**config.mk**
```make
export PLATFORM = sky130hd
export DESIGN_NAME = fp_divider
export DESIGN_NICKNAME = d
export VERILOG_FILES = /design/src/rtl/fp_divider.sv
export SDC_FILE = /design/constraint.sdc
export NUM_CORES = 1
export LEC_CHECK = 0
export ABC_AREA = 0
export CAP_MARGIN = 40
export CORE_MARGIN = 5
export CORE_UTILIZATION = 65
export DETAILED_ROUTE_END_ITERATION = 7
export DONT_BUFFER_PORTS = 1
export PLACE_DENSITY = 0.91
export SYNTH_ARGS = -nofsm -noshare
export SYNTH_HDL_FRONTEND = slang
export SYNTH_SLANG_ARGS = --single-unit
```
**constraint.sdc**
```tcl
create_clock -name clk -period 3.82 [get_ports clk]
set_clock_uncertainty 0.15 [all_clocks]
set_input_delay 0.955 -clock clk [delete_from_list [all_inputs] [get_ports clk]]
set_output_delay 0.955 -clock clk [all_outputs]
set_load 0.01 [all_outputs]
```
**src/rtl/fp_divider.sv**
```systemverilog
// Single-precision floating-point divider: truncating quotient, one restoring
// division bit per cycle, with IEEE special-case and exponent range flags.
module fp_divider (
  input  logic        clk,
  input  logic        rst_n,
  input  logic [31:0] n1,
  input  logic [31:0] n2,
  input  logic        in_valid,
  input  logic        out_ready,
  output logic        in_ready,
  output logic        out_valid,
  output logic [31:0] result,
  output logic        Overflow,
  output logic        Underflow,
  output logic        Exception,
  output logic        DivByZero
);

  localparam int DATA_W = 32;
  localparam int MANT_W = 24;
  localparam int QUO_W  = 25;

  typedef enum logic [1:0] {IDLE, DIV, NORM, DONE} state_t;

  state_t                   state, state_nxt;
  logic                     sign_r;
  logic signed [9:0]        exp_r;
  logic [MANT_W-1:0]        m2_r;
  logic [QUO_W-1:0]         rem_r;
  logic [QUO_W-1:0]         quo_r;
  logic [4:0]               cnt_r;

  // acceptance-time operand decode
  logic                     sign_in;
  logic [7:0]               e1, e2;
  logic [MANT_W-1:0]        m1_in, m2_in;
  logic signed [9:0]        exp_in;
  logic                     is_exc, is_dbz, is_zero, is_special;
  logic                     accept;

  // division step and normalisation
  logic                     rem_ge;
  logic [QUO_W-1:0]         rem_next;
  logic [22:0]              norm_mant;
  logic signed [9:0]        norm_exp;
  logic [DATA_W+1:0]        norm_pack;

  // Range-check the final exponent: returns {overflow, underflow, result}.
  function automatic logic [DATA_W+1:0] range_pack(input logic s,
                                                    input logic signed [9:0] ef,
                                                    input logic [22:0] m);
    if (ef >= 10'sd255)
      range_pack = {2'b10, s, 8'hFF, 23'h0};
    else if (ef <= 10'sd0)
      range_pack = {2'b01, s, 31'h0};
    else
      range_pack = {2'b00, s, ef[7:0], m};
  endfunction

  always_comb begin
    sign_in    = n1[31] ^ n2[31];
    e1         = n1[30:23];
    e2         = n2[30:23];
    m1_in      = {1'b1, n1[22:0]};
    m2_in      = {1'b1, n2[22:0]};
    exp_in     = $signed({2'b00, e1}) - $signed({2'b00, e2}) + 10'sd127;
    is_exc     = (e1 == 8'hFF) || (e2 == 8'hFF);
    is_dbz     = !is_exc && (e2 == 8'h00);
    is_zero    = !is_exc && !is_dbz && (e1 == 8'h00);
    is_special = is_exc || is_dbz || is_zero;
    accept     = (state == IDLE) && in_valid;
  end

  always_comb begin
    rem_ge    = rem_r >= {1'b0, m2_r};
    rem_next  = rem_ge ? (rem_r - {1'b0, m2_r}) : rem_r;
    norm_mant = quo_r[24] ? quo_r[23:1] : quo_r[22:0];
    norm_exp  = quo_r[24] ? exp_r : (exp_r - 10'sd1);
    norm_pack = range_pack(sign_r, norm_exp, norm_mant);
  end

  always_comb begin
    state_nxt = state;
    in_ready  = 1'b0;
    out_valid = 1'b0;
    case (state)
      IDLE: begin
        in_ready = 1'b1;
        if (in_valid) state_nxt = is_special ? DONE : DIV;
      end
      DIV:  if (cnt_r == 5'd0) state_nxt = NORM;
      NORM: state_nxt = DONE;
      DONE: begin
        out_valid = 1'b1;
        if (out_ready) state_nxt = IDLE;
      end
      default: state_nxt = IDLE;
    endcase
  end

  always_ff @(posedge clk or negedge rst_n) begin
    if (!rst_n) state <= IDLE;
    else        state <= state_nxt;
  end

  always_ff @(posedge clk or negedge rst_n) begin
    if (!rst_n) begin
      sign_r    <= 1'b0;
      exp_r     <= '0;
      m2_r      <= '0;
      rem_r     <= '0;
      quo_r     <= '0;
      cnt_r     <= '0;
      result    <= '0;
      Overflow  <= 1'b0;
      Underflow <= 1'b0;
      Exception <= 1'b0;
      DivByZero <= 1'b0;
    end else begin
      case (state)
        IDLE: if (accept) begin
          sign_r    <= sign_in;
          Overflow  <= 1'b0;
          Underflow <= 1'b0;
          Exception <= is_exc;
          DivByZero <= is_dbz;
          if (is_exc || is_dbz)
            result <= {sign_in, 8'hFF, 23'h0};
          else if (is_zero)
            result <= {sign_in, 31'h0};
          else begin
            exp_r <= exp_in;
            m2_r  <= m2_in;
            rem_r <= {1'b0, m1_in};
            quo_r <= '0;
            cnt_r <= 5'd24;
          end
        end
        DIV: begin
          rem_r <= rem_next << 1;
          quo_r <= {quo_r[QUO_W-2:0], rem_ge};
          if (cnt_r != 5'd0) cnt_r <= cnt_r - 5'd1;
        end
        // final exponent range check; flags and result latch here
        NORM: begin
          Overflow  <= norm_pack[DATA_W+1];
          Underflow <= norm_pack[DATA_W];
          result    <= norm_pack[DATA_W-1:0];
        end
        default: ;
      endcase
    end
  end

endmodule

```
==> metrics.yaml <==
worstPathArrival_ns: 3.38
postRouteAntennaNets: 0
worst_pin_slew_ns: 0.694
slew_violations: 0
fin_nets: 961
overflow: 0
vdd_drop_max_mv: 0.612
routed_wirelength_mm: 18.4
yosys_warnings: 0
max_freq_ghz: 0.312
timing.rr.end: "result[1]$_DFFE_PN0P_"
cts_resized: 0
setup_tns_ns: 0
die_height_um: 121
cts_buffers: 17
crit_path_end: "result[1]$_DFFE_PN0P_"
regToRegSetupSlack_ns: 0.62
initial_core_util: 0.665
synth_edf_count: 0
grt_start_max_net_pins: 129
synth.avg_cell_area_um2: 9.31
seqCellArea_um2: 3200
rows: 40
maxCapViolations: 0
worstPathRequired_ns: 4.00
clk_latency_ns: 0.42
dr.pass1.iters: 7
cp-start-kind: "flip-flop"
fin_area_um2: 8760
antenna_found_initial: 0
grt_pass1_vias: 6337
cts_tree: "yes"
syn_nets: 972
dp_hpwl_mm: 12.8
r2r_start: "exp_r[3]$_DFFE_PN0P_"
rsz0062_at_grt: "false"
p_leak_nw: 3.78
syn-instance-count: 862
placed_area_um2: 8140
cts.sinks: 128
design.die.area_um2: 14700
cts_buffer_depth: 2
port_buffers: 0
place.gp.congestion: 0.929
setup_violations: 0
fillCellCount: 827
postCtsHoldBufs: 0
worst-path-max-fanout: 23
core_area_um2: 12100
boundaryPins: 106
crit_type: "reg2reg"
async_flop_share: 1.00
r2r_cells: 8
cp-startpoint: "exp_r[3]$_DFFE_PN0P_"
drive_above_1_share: 0.126
end_kind: "flip-flop"
yosys_register_bits: 128
synth-main-ff-cell: "dfrtp_1"
track_usage: 0.259
period_needed_ns: 3.20
seq_area_frac_synth: 0.399
yosysUniqueCellTypes: 69
slew_headroom: 0.537
cts_root_buf: "clkbuf_16"
via_per_inst: 6.19
vias: 6397
drc: 0
cts.clk_slew.worst_paths_ns: 0.06
grt_pass1_wl_mm: 30.4
status: "completed"
hold_viol_final: 0
powerDensity_nw_per_um2: 951
multi_input_area_um2: 4460
hold_class: "in2async"
drt_iter0_drc: 640
postCtsSetupBuffers: 0
synthesis.area_um2: 8020
fin_crit_sh: 0.838
htree_levels: 4
wl_per_cell_um: 17.8
die_w_um: 121
area_growth_pct: 9.19
[cells in the mapped netlist (3+ instances only)]
library cell | count | area share
mux2i_1 | 44 | 0.055
nand3_1 | 10 | 0.0062
a21o_1 | 6 | 0.0056
a31oi_1 | 4 | 0.0031
and4_1 | 3 | 0.0033
and2_1 | 7 | 0.0055
o211ai_1 | 3 | 0.0028
dfrtp_1 | 128 | 0.40
and3_1 | 5 | 0.0039
nor4b_1 | 3 | 0.0033
a21oi_1 | 47 | 0.029
nor2b_1 | 13 | 0.010
a21boi_0 | 5 | 0.0047
nor2_1 | 33 | 0.015
nand2_1 | 123 | 0.058
xor2_1 | 17 | 0.019
o21ai_2 | 20 | 0.022
o21a_1 | 7 | 0.0066
nor4_1 | 7 | 0.0055
xnor2_1 | 27 | 0.029
o22a_2 | 7 | 0.0087
a32oi_1 | 4 | 0.0044
ha_1 | 40 | 0.062
buf_2 | 9 | 0.0056
or3_1 | 8 | 0.0062
nand2b_1 | 5 | 0.0039
inv_1 | 50 | 0.023
mux2_2 | 27 | 0.038
nand4_1 | 6 | 0.0047
a2bb2oi_1 | 4 | 0.0044
clkbuf_1 | 26 | 0.012
o21ai_0 | 87 | 0.054
nor3b_1 | 19 | 0.018
o22ai_1 | 4 | 0.0031
nor3_1 | 7 | 0.0044
a221o_1 | 3 | 0.0037
[worst min path at each step]
| stage | from | to | slack [ns] |
|---|---|---|---|
| 2_1_floorplan | m2_r[23]$_DFFE_PN0P_ | m2_r[23]$_DFFE_PN0P_ | 0.27 |
| 3_3_place_gp | m2_r[23]$_DFFE_PN0P_ | m2_r[23]$_DFFE_PN0P_ | 0.28 |
| 3_5_place_dp | m2_r[23]$_DFFE_PN0P_ | m2_r[23]$_DFFE_PN0P_ | 0.30 |
| 4_1_cts | rst_n | rem_r[15]$_DFFE_PN0P_ | 0.07 |
| 5_1_grt | rst_n | m2_r[12]$_DFFE_PN0P_ | 0.06 |
| 6_report | rst_n | rem_r[21]$_DFFE_PN0P_ | 0.09 |
[per-stage QoR]
| step | instances | setup WS, ns | util | power (mW) | hold slack [ns] |
|---|---|---|---|---|---|
| floorplan | 862 | 0.552 | - | 5.61 | 0.268 |
| detailed placement | 1000 | 0.299 | 0.675 | 6.51 | 0.301 |
| global placement | 1000 | 0.410 | 0.675 | 6.37 | 0.280 |
| finish | 1033 | 0.618 | 0.726 | 8.33 | 0.0905 |
| global route | 1032 | 0.358 | 0.726 | 8.92 | 0.0639 |
| CTS | 1032 | 0.626 | 0.726 | 8.28 | 0.0700 |
[cell type report]
type	instances	share of cell area
inverter	50	0.0214
timing repair buffer	10	0.00857
clock inverter	13	0.0211
antenna	1	0.000286
sequential	128	0.366
multi-input combinational	644	0.509
tap	168	0.0240
clock buffer	19	0.0494
[registers in the layout, indices dropped and copies added (netlist names)]
name / count
rem_r: 25
Exception: 1
DivByZero: 1
quo_r: 25
cnt_r: 5
state: 2
exp_r: 10
Underflow: 1
m2_r: 24
sign_r: 1
Overflow: 1
result: 32
[routing by layer]
layer	share of wire	vias to the layer above	track usage
met1	0.43	3091	0.330
met4	0.019	0	0.0921
met3	0.062	37	0.0639
met5	0	-	0
li1	-	3032	-
met2	0.49	237	0.430
[layout by cell type (no fill, tap or decap), types with 8 or more instances in the layout]
| cell type | synthesis | routed |
|---|---|---|
| a21oi_1 | 47 | 47 |
| buf_4 | 0 | 10 |
| clkbuf_16 | 0 | 17 |
| dfrtp_1 | 128 | 128 |
| ha_1 | 40 | 39 |
| inv_1 | 50 | 50 |
| mux2_2 | 27 | 27 |
| mux2i_1 | 44 | 44 |
| nand2_1 | 123 | 123 |
| nand3_1 | 10 | 9 |
| nor2_1 | 33 | 33 |
| nor2b_1 | 13 | 13 |
| nor3b_1 | 19 | 19 |
| o21ai_0 | 87 | 87 |
| o21ai_2 | 20 | 20 |
| or3_1 | 8 | 8 |
| xnor2_1 | 27 | 27 |
| xor2_1 | 17 | 17 |
[worst max-delay path, cell delays in order (launching register included)]
cell	delay (ns)
dfrtp_1	0.44
or4_4	0.59
nor4_1	0.30
nand2_1	0.12
xor2_1	0.30
nand2_1	0.19
a41o_2	0.32
a211o_4	0.47
o21ai_0	0.23
[report_power, final]
part	total, mW	switching, mW	internal [mW]
Clock	1.70	0.610	1.09
Sequential	2.16	0.379	1.78
Combinational	4.47	2.58	1.89
[kinds of logic after synthesis]
kind of cell | Yosys count | share of synthesized area
mux | 71 | 0.0928
fa+ha+maj | 42 | 0.0674
flops | 128 | 0.399
compound gates | 226 | 0.183
xor+xnor | 44 | 0.0480
simple gates | 261 | 0.161
buf+inv | 90 | 0.0485
No activity file was read; power rests on OpenSTA's default activity.
